==> src/rtl/rv32_fetch_ctrl_if.sv <==
// Fetch-side bus: decode valid/ready handshake plus the combinational ROM port.
// Handshake: an entry transfers on a cycle where out_valid && out_ready are both
// high at the rising edge; out_valid never depends on out_ready.
interface rv32_fetch_ctrl_if;
  logic        out_valid;
  logic        out_ready;
  logic [31:0] out_pc;
  logic [31:0] out_inst;
  logic        out_fault;
  logic [31:0] imem_addr;
  logic        imem_en;
  logic [31:0] imem_rdata;

  modport master (
    output out_valid, out_pc, out_inst, out_fault, imem_addr, imem_en,
    input  out_ready, imem_rdata
  );

  modport slave (
    input  out_valid, out_pc, out_inst, out_fault, imem_addr, imem_en,
    output out_ready, imem_rdata
  );
endinterface

==> src/rtl/rv32_fetch_ctrl.sv <==
// RV32 instruction-fetch controller: PC sequencing, one ROM read per cycle into a
// small prefetch queue, redirect flush, halt and out-of-range fault handling.
module rv32_fetch_ctrl #(
  parameter logic [31:0] RESET_PC   = 32'h0000_0000,
  parameter int          FIFO_DEPTH = 2,
  parameter int          IMEM_DEPTH = 1024
) (
  input  logic                   clk,
  input  logic                   rst_n,
  input  logic                   halt,
  input  logic                   redirect_valid,
  input  logic [31:0]            redirect_pc,
  rv32_fetch_ctrl_if.master      bus,
  output logic                   state_dbg
);

  localparam int AW = $clog2(FIFO_DEPTH);
  localparam int CW = AW + 1;
  localparam logic [31:0] NOP_INST = 32'h0000_0013;

  typedef enum logic {S_RUN = 1'b0, S_FAULT = 1'b1} state_t;

  state_t            state_q, state_d;
  logic [31:0]       fetch_pc_q;
  logic [AW-1:0]     rd_ptr_q, wr_ptr_q;
  logic [CW-1:0]     count_q;
  logic [31:0]       pc_mem   [FIFO_DEPTH];
  logic [31:0]       inst_mem [FIFO_DEPTH];
  logic [FIFO_DEPTH-1:0] fault_mem;

  logic pop, space, push, in_range;

  assign pop      = (count_q != '0) && bus.out_ready;
  assign space    = (count_q < CW'(FIFO_DEPTH)) || pop;
  assign push     = (state_q == S_RUN) && !halt && !redirect_valid && space;
  assign in_range = fetch_pc_q[31:2] < 30'(IMEM_DEPTH);

  // The ROM is only read for in-range pushes; reset gates it off asynchronously.
  assign bus.imem_en   = rst_n && push && in_range;
  assign bus.imem_addr = fetch_pc_q;

  assign bus.out_valid = (count_q != '0);
  assign bus.out_pc    = pc_mem[rd_ptr_q];
  assign bus.out_inst  = inst_mem[rd_ptr_q];
  assign bus.out_fault = fault_mem[rd_ptr_q];
  assign state_dbg     = (state_q == S_FAULT);

  always_comb begin
    state_d = state_q;
    if (redirect_valid) begin
      state_d = S_RUN;
    end else if (push && !in_range) begin
      state_d = S_FAULT;
    end
  end

  always_ff @(posedge clk or negedge rst_n) begin
    if (!rst_n) begin
      state_q    <= S_RUN;
      fetch_pc_q <= RESET_PC;
      rd_ptr_q   <= '0;
      wr_ptr_q   <= '0;
      count_q    <= '0;
    end else begin
      state_q <= state_d;
      if (redirect_valid) begin
        // Flush wins over any simultaneous pop; the popped entry is discarded.
        fetch_pc_q <= {redirect_pc[31:2], 2'b00};
        rd_ptr_q   <= '0;
        wr_ptr_q   <= '0;
        count_q    <= '0;
      end else begin
        if (pop) rd_ptr_q <= rd_ptr_q + 1'b1;
        if (push) wr_ptr_q <= wr_ptr_q + 1'b1;
        if (push && in_range) fetch_pc_q <= fetch_pc_q + 32'd4;
        case ({push, pop})
          2'b10:   count_q <= count_q + 1'b1;
          2'b01:   count_q <= count_q - 1'b1;
          default: count_q <= count_q;
        endcase
      end
    end
  end

  always_ff @(posedge clk or negedge rst_n) begin
    if (!rst_n) begin
      for (int i = 0; i < FIFO_DEPTH; i++) begin
        pc_mem[i]   <= '0;
        inst_mem[i] <= '0;
      end
      fault_mem <= '0;
    end else if (push) begin
      pc_mem[wr_ptr_q]    <= fetch_pc_q;
      inst_mem[wr_ptr_q]  <= in_range ? bus.imem_rdata : NOP_INST;
      fault_mem[wr_ptr_q] <= !in_range;
    end
  end

endmodule

==> src/flat_wrapper.sv <==
// flat-port wrapper written by rule: the top's interface ports become plain ports
module rv32_fetch_ctrl_flat 
#(
  parameter logic [31:0] RESET_PC   = 32'h0000_0000,
  parameter int          FIFO_DEPTH = 2,
  parameter int          IMEM_DEPTH = 1024
)
  (clk, rst_n, halt, redirect_valid, redirect_pc, state_dbg, bus_out_valid, bus_out_pc, bus_out_inst, bus_out_fault, bus_imem_addr, bus_imem_en, bus_out_ready, bus_imem_rdata);
  rv32_fetch_ctrl_if bus_i ();
  input  logic clk;
  input  logic rst_n;
  input  logic halt;
  input  logic redirect_valid;
  input  logic [31:0] redirect_pc;
  output logic state_dbg;
  output wire logic [$bits(bus_i.out_valid)-1:0] bus_out_valid;
  output wire logic [$bits(bus_i.out_pc)-1:0] bus_out_pc;
  output wire logic [$bits(bus_i.out_inst)-1:0] bus_out_inst;
  output wire logic [$bits(bus_i.out_fault)-1:0] bus_out_fault;
  output wire logic [$bits(bus_i.imem_addr)-1:0] bus_imem_addr;
  output wire logic [$bits(bus_i.imem_en)-1:0] bus_imem_en;
  input wire logic [$bits(bus_i.out_ready)-1:0] bus_out_ready;
  input wire logic [$bits(bus_i.imem_rdata)-1:0] bus_imem_rdata;
  assign bus_out_valid = bus_i.out_valid;
  assign bus_out_pc = bus_i.out_pc;
  assign bus_out_inst = bus_i.out_inst;
  assign bus_out_fault = bus_i.out_fault;
  assign bus_imem_addr = bus_i.imem_addr;
  assign bus_imem_en = bus_i.imem_en;
  assign bus_i.out_ready = bus_out_ready;
  assign bus_i.imem_rdata = bus_imem_rdata;
  rv32_fetch_ctrl #(.RESET_PC(RESET_PC), .FIFO_DEPTH(FIFO_DEPTH), .IMEM_DEPTH(IMEM_DEPTH)) u_core (.clk(clk), .rst_n(rst_n), .halt(halt), .redirect_valid(redirect_valid), .redirect_pc(redirect_pc), .bus(bus_i), .state_dbg(state_dbg));
endmodule
==> config.mk <==
export PLATFORM = sky130hd
export DESIGN_NAME = rv32_fetch_ctrl_flat
export DESIGN_NICKNAME = d
export VERILOG_FILES = /design/src/rtl/rv32_fetch_ctrl_if.sv /design/src/rtl/rv32_fetch_ctrl.sv /design/src/flat_wrapper.sv
export SDC_FILE = /design/constraint.sdc
export NUM_CORES = 1
export LEC_CHECK = 0
export BUFFER_PORTS_ARGS = -buffer_cell sky130_fd_sc_hd__buf_4
export CORE_MARGIN = 5
export CORE_UTILIZATION = 59
export DETAILED_ROUTE_END_ITERATION = 12
export PLACE_DENSITY = 0.86
export SYNTH_ARGS = -nofsm -noshare
export SYNTH_HDL_FRONTEND = slang
export SYNTH_SLANG_ARGS = --single-unit
==> constraint.sdc <==
create_clock -name clk -period 3.2 [get_ports clk]
set_clock_uncertainty 0.05 [all_clocks]
set_input_delay 0.16 -clock clk [delete_from_list [all_inputs] [get_ports clk]]
set_output_delay 0.16 -clock clk [all_outputs]
set_load 0.005 [all_outputs]
# Word-level counts from Yosys, hierarchy flattened
# Cells that the tools add are included.
# totals
out_inout_bits	100
in_bits	69
wordCells	74
reg_bits	167
# op_classes
eq_ne	2
bitwise_logic	3
magnitude_cmp	8
n_addsub	5
mux	26
reduce_logical	20
# op_table
cell	n
$mux W32	10
$bwmux W64	2
$add A32 B3 Y32 const B	1
$demux W32 S1	1
$lt A30 B11 Y1 const B	1
$logic_and A1 B1 Y1	10
$reduce_bool A2 Y1	5
$mux W1	9
$ge A2 B2 Y1 const B	2
$lt A1 B2 Y1 const B	2
$not A1 Y2	2
$pmux W2 S2	1
$logic_not A1 Y1	3
$reduce_bool A3 Y1	1
$add A1 B1 Y1 const B	2
$add A2 B1 Y2 const B	1
$bwmux W2	1
$eq A2 B1 Y1 const B	1
$eq A2 B2 Y1 const B	1
$lt A2 B1 Y1 const B	1
$lt A2 B2 Y1 const B	1
$mux W2	1
$sub A2 B1 Y2 const B	1
$demux W1 S1	1
other kinds (3)	3

# Longest topological paths before layout
# Gate-level depths: netlist (run 1).
# logic_depth
word_depth	7
mapped_depth	6
mapped_depth_nobuf	5

# Least setup slack after synthesis (run 1)
# No wires, ideal clock.
# synth_timing
path_type	register to register
from	reg u_core.fetch_pc_q[19] (netlist: u_core.bus.imem_addr[19])
to	reg u_core.fetch_pc_q[8] (netlist: u_core.bus.imem_addr[8])
path_stages_with_launch	5
synth_period_minus_slack_ns	1.813
required_time_ns	3.068
setup_slack_ns	1.387
n_path_buf	0
arrival_ns	1.681
setup_ns	0.082
path_cell_list	dfrtp_1 > nor4_4 > nand4_2 > or4_1 > a31oi_1
# synth_between
elab_chain_len	3
# synth_rtl
item	line	text
start: declaration	rv32_fetch_ctrl.sv:24	logic [31:0] fetch_pc_q;
start signal: assignment	rv32_fetch_ctrl.sv:68	fetch_pc_q <= {redirect_pc[31:2], 2'b00};
start signal: assignment	rv32_fetch_ctrl.sv:75	if (push && in_range) fetch_pc_q <= fetch_pc_q + 32'd4;
$lt A30 B11 Y1	rv32_fetch_ctrl.sv:36	assign in_range = fetch_pc_q[31:2] < 30'(IMEM_DEPTH);
$logic_and A1 B1 Y1	rv32_fetch_ctrl.sv:75	
$reduce_bool A2 Y1 (no line)	-	
# Every way passes these cells.
# A chain may end at the register's enable or synchronous reset.

# Final worst setup path (run 1)
# layout_timing
from	reg u_core.fetch_pc_q[26] (netlist: u_core.bus.imem_addr[26])
to	reg u_core.fetch_pc_q[9] (netlist: u_core.bus.imem_addr[9])
# The elaborated chain is that of the path after synthesis.

==> results.py, run 1 <==
metrics = {
    "outcome": {
        "status": "finished, final reports clean",
    },
    "place": {
        "numPlacedInstances": 975,
        "gp_routability_congestion": 0.777,
        "dp_slack_ns": 0.856,
        "buffer_ports.inserted": 162,
        "postPlaceCellArea_um2": 8840,
        "place_hpwl_um": 12400,
    },
    "die": {
        "die_y_um": 123,
        "floorplan.die.width_um": 123,
        "initial_core_util_pct": 59.8,
        "floorplan.io_pins": 169,
        "dieArea_um2": 15000,
        "rows": 41,
        "design.core.area_um2": 12500,
    },
    "synth": {
        "synth_async_sr_flop_share_pct": 100,
        "syn-instance-count": 675,
        "synth.avg_cell_area_um2": 11.1,
        "yosysTopAreaCell": "dfrtp_1",
        "synth_flop_cell": "dfrtp_1",
        "seq_area_frac_synth_pct": 53.8,
        "syn-cell-area_um2": 7490,
        "netlist_top_cells_area": "dfrtp_1, mux2_2, nand2_1",
        "synth_enable_flop_cells": 0,
        "synth_cell_type_count": 40,
        "synth_top_area_share_pct": 53.8,
        "yosys_warnings": 0,
        "yosys_register_bits": 161,
    },
    "power_and_ir_drop": {
        "pwr-share-clk_pct": 34.6,
        "relative_contribution_of_sequential_cells_to_total_power_pct": 45.1,
        "switching_power_summed_over_all_nets_mw": 1.58,
        "power_frac_comb_pct": 20.3,
        "total_power_mw": 5.87,
        "ir_worst_vdd_mv": 0.483,
        "power_report.internal_total_mw": 4.29,
        "leakagePower_nw": 4.80,
        "power_per_cell_area_nw_per_um2": 584,
        "swShare_pct": 26.9,
    },
    "hold_path": {
        "worstHoldPathType": "in -> reg",
    },
    "clocking": {
        "post_cts.resized_instances": 0,
        "clockRootBuffer": "clkbuf_16",
        "cts-root-to-sink-buffers": 2,
        "clk_pin_slew_ns": 0.06,
        "total_clock_buffers_created_by_cts": 17,
        "later_pin_clock_latency_in_the_skew_report_ns": 0.43,
        "numClockSinks": 161,
        "tritoncts_clock_tree": "yes",
        "cts.htree.levels": 4,
    },
    "critical_path": {
        "critical-path-max-stage-delay_ns": 0.67,
        "worstSetupEndpointType": "flip-flop",
        "crit_slowest_cell": "or4_1",
        "crit_required_ns": 3.48,
        "worst_setup_path_start_kind": "flip-flop",
        "timing.critical_path.fanout_max": 14,
        "crit_path_cell_trace": "nor4_4 -> nand4_1 -> or4_1 -> a31oi_1",
        "worstPathArrival_ns": 2.82,
        "path_class": "reg -> reg",
    },
    "route": {
        "routed-via-count": 6093,
        "drt-pass1-iter-count": 5,
        "routed-wl-met2_um": 10500,
        "antenna_violating_nets_post_route": 0,
        "met3_wirelength_um": 1540,
        "finalWirelength_um": 20700,
        "wl_met1_um": 8150,
        "drc_violations_left": 0,
        "number_of_violations_reported_at_the_end_of_detailed_routing_iteration_0": 713,
        "top_signal_layer_used": "met4",
        "detail_route.wl_per_cell_um": 19.3,
        "viasPerCell": 5.70,
    },
    "cells_and_area": {
        "nets": 954,
        "final_cells": 1069,
        "layout-drive-gt1-share_pct": 39.6,
        "n_fill_cell": 732,
        "post-route-cell-area_um2": 10100,
        "insertedDiodeCount": 0,
        "syn2layout_area_growth_pct": 34.2,
    },
    "sta": {
        "timing.final.max_slew_violations": 0,
        "finalSetupViolCount": 0,
        "totalNegativeSetupSlack_ns": 0,
        "minimum_setup_slack_in_the_final_design_ns": 0.660,
        "max_fclk_mhz": 394,
        "grt_setup_unrepaired": "false",
        "fin_crit_ns": 2.54,
        "slew_headroom_pct": 50.0,
        "final_min_period_over_clock_period_pct": 79.4,
        "finalHoldViolations": 0,
        "max_slew.worst_pin.slew_ns": 0.750,
    },
    "global_routing": {
        "grt_pass1_vias": 6493,
        "grt_start_max_net_pins": 108,
        "initial_antenna_violation_count": 0,
        "grtUsageTotal_pct": 28.9,
        "first_pass_grt_wire_length_um": 33500,
        "globalRoute.totalOverflow": 0,
    },
    "job": {
        "timing.max_cap.violations": 0,
    },
}
final cells by class:
cell class                      instances  area, um^2  share of cell area, %
Clock buffer                           23         488                   4.85
Clock inverter                          9         105                   1.05
Inverter                               34         128                   1.27
Multi-Input combinational cell        438        3160                   31.4
Sequential cell                       161        4030                   40.1
Tap cell                              172         215                   2.14
Timing Repair Buffer                  232        1930                   19.2
power by group through the flow:
stage / clock (mW) / combinational [mW] / sequential [mW]
5_1_grt: 2.14 / 1.31 / 2.69
2_1_floorplan: 0 / 0.598 / 2.58
3_3_place_gp: 0 / 1.07 / 2.63
4_1_cts: 2.05 / 1.19 / 2.64
6_report: 2.03 / 1.19 / 2.65
3_5_place_dp: 0 / 1.11 / 2.66
metal layers:
metal	GRT usage [%]	vias up
met5	0	-
met4	9.80	0
met3	8.48	45
met2	49.4	237
met1	35.1	3054
li1	-	2757
cells in the final DEF, fill, tap and decap left out, types with 8 or more instances in the layout:
cell type      instances
nor2_1                17
dfrtp_1              160
o31ai_1               35
mux2_2               112
buf_4                167
a31oi_1                8
o21ai_0               13
nor2b_1               31
dlygate4sd3_1         62
inv_1                 33
clkbuf_16             17
a31o_2                30
nand2_1              124
path summary, 6_finish.rpt:
path / start / slack, ns / end / depth (start not counted)
min in group asynchronous: rst_n / 0.22 / u_core.inst_mem[24]$_DFFE_PN0P_ / 2
worst min register to register: u_core.inst_mem[8]$_DFFE_PN0P_ / 0.42 / u_core.inst_mem[8]$_DFFE_PN0P_ / 2
worst max-delay path: u_core.bus.imem_addr[26]$_DFFE_PN0P_ / 0.66 / u_core.bus.imem_addr[9]$_DFFE_PN0P_ / 4
worst min-delay path: redirect_pc[2] / 0.04 / u_core.bus.imem_addr[2]$_DFFE_PN0P_ / 4
max in group asynchronous: rst_n / 1.88 / u_core.inst_mem[29]$_DFFE_PN0P_ / 3
worst max register to register: u_core.bus.imem_addr[26]$_DFFE_PN0P_ / 0.66 / u_core.bus.imem_addr[9]$_DFFE_PN0P_ / 4
synthesized netlist by cell type, drive strengths merged (13+ instances only):
cell / count
dfrtp: 161
nand2: 124
mux2: 112
o31ai: 35
inv: 33
nor2b: 31
a31o: 30
clkbuf: 23
buf: 22
nor2: 18
o21ai: 13
logic make-up after synthesis:
logic type                 after synthesis  synth area share (%)
xor gates and xnor gates                 1                 0.117
buffers and inverters                   79                  4.44
DFF                                    161                  53.8
and+or+nand+nor                        223                  15.1
other                                    1                0.0501
adders and majority gates                1                 0.167
AOI/OAI and AO/OA                       97                  9.52
muxes                                  112                  16.8
registers in the layout, summed over array words and instances, names as in the netlist:
name,flops
u_core.rd_ptr_q,1
u_core.inst_mem,64
u_core.wr_ptr_q,1
u_core.fault_mem,2
u_core.count_q,2
u_core.state_dbg,1
u_core.bus.imem_addr,30
u_core.pc_mem,60
metrics by stage:
| stage | utilization, % | hold WS [ns] |
|---|---|---|
| 2_1_floorplan | - | -0.186 |
| 3_3_place_gp | 70.6 | 0.0942 |
| 3_5_place_dp | 70.6 | 0.0973 |
| 4_1_cts | 80.3 | 0.0144 |
| 5_1_grt | 80.3 | 0.0427 |
| 6_report | 80.3 | 0.0403 |
repair_timing:
item                      4_1_cts  5_1_grt
buffers inserted                0        0
hold buffers                   62        0
hold endpoints to repair      147        0
worst max-delay path, delay by kind of cell (launching register included):
family	cells	cell delay, ns
DFF	1	0.45
and+or+nand+nor	3	1.74
AOI/OAI and AO/OA	1	0.21
Power figures use the tool's default switching activity.
==> run 2, diff against run 1 <==
--- a/config.mk
+++ b/config.mk
@@ -7,9 +7,9 @@
 export LEC_CHECK = 0
 export BUFFER_PORTS_ARGS = -buffer_cell sky130_fd_sc_hd__buf_4
 export CORE_MARGIN = 5
-export CORE_UTILIZATION = 59
+export CORE_UTILIZATION = 54
 export DETAILED_ROUTE_END_ITERATION = 12
-export PLACE_DENSITY = 0.86
+export PLACE_DENSITY = 0.8
 export SYNTH_ARGS = -nofsm -noshare
 export SYNTH_HDL_FRONTEND = slang
 export SYNTH_SLANG_ARGS = --single-unit
==> constraint.sdc (replaced) <==
create_clock -name clk -period 2.4 [get_ports clk]
set_clock_uncertainty 0.05 [all_clocks]
set_input_delay 0.12 -clock clk [delete_from_list [all_inputs] [get_ports clk]]
set_output_delay 0.12 -clock clk [all_outputs]
set_load 0.005 [all_outputs]
==> results.py, run 2 (synthesis gave the netlist of run 1 again) <==
metrics = {
    "outcome": {
        "status": "finished, final reports clean",
    },
    "power_and_ir_drop": {
        "swShare_pct": 26.1,
        "power_per_cell_area_nw_per_um2": 755,
        "power_frac_comb_pct": 20.8,
        "switching_power_summed_over_all_nets_mw": 2.00,
        "pwr-share-clk_pct": 33.5,
        "ir_worst_vdd_mv": 0.538,
        "leakagePower_nw": 4.84,
        "power_report.internal_total_mw": 5.66,
        "relative_contribution_of_sequential_cells_to_total_power_pct": 45.7,
    },
    "clocking": {
        "cts.htree.levels": 4,
        "cts.repair_timing.setup_buffer_count": 0,
        "tritoncts_clock_tree": "yes",
        "clockRootBuffer": "clkbuf_16",
        "numClockSinks": 161,
        "later_pin_clock_latency_in_the_skew_report_ns": 0.42,
        "cts-root-to-sink-buffers": 2,
        "clk_pin_slew_ns": 0.06,
        "total_clock_buffers_created_by_cts": 17,
        "post_cts.resized_instances": 0,
    },
    "critical_path": {
        "worstSetupEndpointType": "flip-flop",
        "timing.critical_path.fanout_max": 8,
        "rr_worst_depth": 4,
        "r2r-end": "u_core.bus.imem_addr[7]$_DFFE_PN0P_",
        "ff2ff_setup_slack_ns": 0.14,
        "worstPathArrival_ns": 2.53,
        "crit-reg2reg-launch": "u_core.bus.imem_addr[12]$_DFFE_PN0P_",
        "path_class": "reg -> reg",
        "crit_required_ns": 2.68,
        "worst_setup_path_start_kind": "flip-flop",
    },
    "place": {
        "gp_routability_congestion": 0.800,
        "postPlaceCellArea_um2": 8930,
        "buffer_ports.inserted": 162,
        "place_hpwl_um": 12200,
        "dp_slack_ns": 0.274,
    },
    "die": {
        "die_y_um": 128,
        "dieArea_um2": 16300,
        "initial_core_util_pct": 54.6,
        "floorplan.io_pins": 169,
        "rows": 43,
        "design.core.area_um2": 13700,
        "floorplan.die.width_um": 128,
    },
    "cells_and_area": {
        "layout-drive-gt1-share_pct": 39.2,
        "syn2layout_area_growth_pct": 35.5,
        "mostFrequentLayoutCells": "buf_4, dfrtp_1, nand2_1",
        "registers.top_by_ff_count": "u_core.inst_mem",
        "post-route-cell-area_um2": 10100,
        "insertedDiodeCount": 0,
        "nets": 960,
        "largest_register_ffs": 64,
        "layout.cells.most_common": "buf_4",
        "finalCoreUtilization_pct": 73.9,
    },
    "global_routing": {
        "grt_start_max_net_pins": 151,
        "globalRoute.totalOverflow": 0,
        "initial_antenna_violation_count": 0,
        "grt_pass1_vias": 6287,
        "grtUsageTotal_pct": 24.8,
        "first_pass_grt_wire_length_um": 32000,
    },
    "route": {
        "drc_violations_left": 0,
        "antenna_violating_nets_post_route": 0,
        "finalWirelength_um": 19600,
        "number_of_violations_reported_at_the_end_of_detailed_routing_iteration_0": 413,
        "drt-pass1-iter-count": 4,
        "detail_route.wl_per_cell_um": 18.2,
        "viasPerCell": 5.47,
        "routed-via-count": 5915,
    },
    "sta": {
        "timing.final.max_slew_violations": 0,
        "max_slew.worst_pin.slew_ns": 0.803,
        "fin_crit_ns": 2.26,
        "final_min_period_over_clock_period_pct": 94.1,
        "minimum_setup_slack_in_the_final_design_ns": 0.141,
        "slew_headroom_pct": 46.5,
        "finalHoldViolations": 0,
        "totalNegativeSetupSlack_ns": 0,
        "grt_setup_unrepaired": "false",
        "finalSetupViolCount": 0,
        "max_fclk_mhz": 443,
    },
    "hold_path": {
        "worstHoldPathType": "in -> async",
    },
    "job": {
        "timing.max_cap.violations": 0,
    },
}
## run 2: repair_timing
action / 4_1_cts / 5_1_grt
hold buffers: 65 / 0
endpoints found under the hold margin: 258 / 0
endpoints found under the setup margin: 0 / 0
## run 2: worst max path at each step
stage | from | endpoint | slack, ns | cells past startpoint
2_1_floorplan | u_core.bus.imem_addr[19]$_DFFE_PN0P_ | u_core.bus.imem_addr[8]$_DFFE_PN0P_ | 0.59 | 4
3_3_place_gp | u_core.bus.imem_addr[26]$_DFFE_PN0P_ | u_core.bus.imem_addr[8]$_DFFE_PN0P_ | 0.35 | 4
3_5_place_dp | u_core.bus.imem_addr[12]$_DFFE_PN0P_ | u_core.bus.imem_addr[9]$_DFFE_PN0P_ | 0.27 | 4
4_1_cts | u_core.bus.imem_addr[12]$_DFFE_PN0P_ | bus_imem_en | 0.20 | 4
5_1_grt | u_core.bus.imem_addr[12]$_DFFE_PN0P_ | u_core.bus.imem_addr[7]$_DFFE_PN0P_ | 0.01 | 4
6_report | u_core.bus.imem_addr[12]$_DFFE_PN0P_ | u_core.bus.imem_addr[7]$_DFFE_PN0P_ | 0.14 | 4
## run 2: power groups by stage
stage               logic [mW]  registers [mW]  clock network, mW
finish                    1.60            3.50               2.57
global route              1.76            3.55               2.72
CTS                       1.61            3.49               2.62
detailed placement        1.51            3.53                  0
global placement          1.46            3.48                  0
floorplan                0.798            3.43                  0
## run 2: metal layers
layer | vias up | routed length [um] | share of wire, % | track usage (%)
met4 | 0 | 347 | 1.8 | 9.11
li1 | 2765 | - | - | -
met5 | - | 0 | 0 | 0
met1 | 2920 | 7970 | 41 | 30.6
met2 | 199 | 9820 | 50 | 41.4
met3 | 31 | 1500 | 7.6 | 7.42
## run 2: worst max-delay path, stage by stage (launching register included)
cell     delay, ns
dfrtp_1       0.46
nor4_2        0.50
nand4_1       0.41
or4_1         0.51
a31oi_1       0.23
## run 2: area by class of cell
class | instances | area [um^2]
inverters | 34 | 128
fillers | 883 | 3570
multi-input cells | 438 | 3160
clock inverters | 4 | 48.8
flip-flops and latches | 161 | 4030
clock buffers | 27 | 513
well taps | 180 | 225
repair buffers | 238 | 2040
## run 2: through the flow
step	power [mW]	instances	hold slack, ns
final	7.66	1082	0.0339
after global routing	8.03	1082	0.0306
after CTS	7.72	1082	0.0226
after detailed placement	5.04	986	-0.105
after global placement	4.94	986	-0.106
after floorplan	4.23	678	-0.226
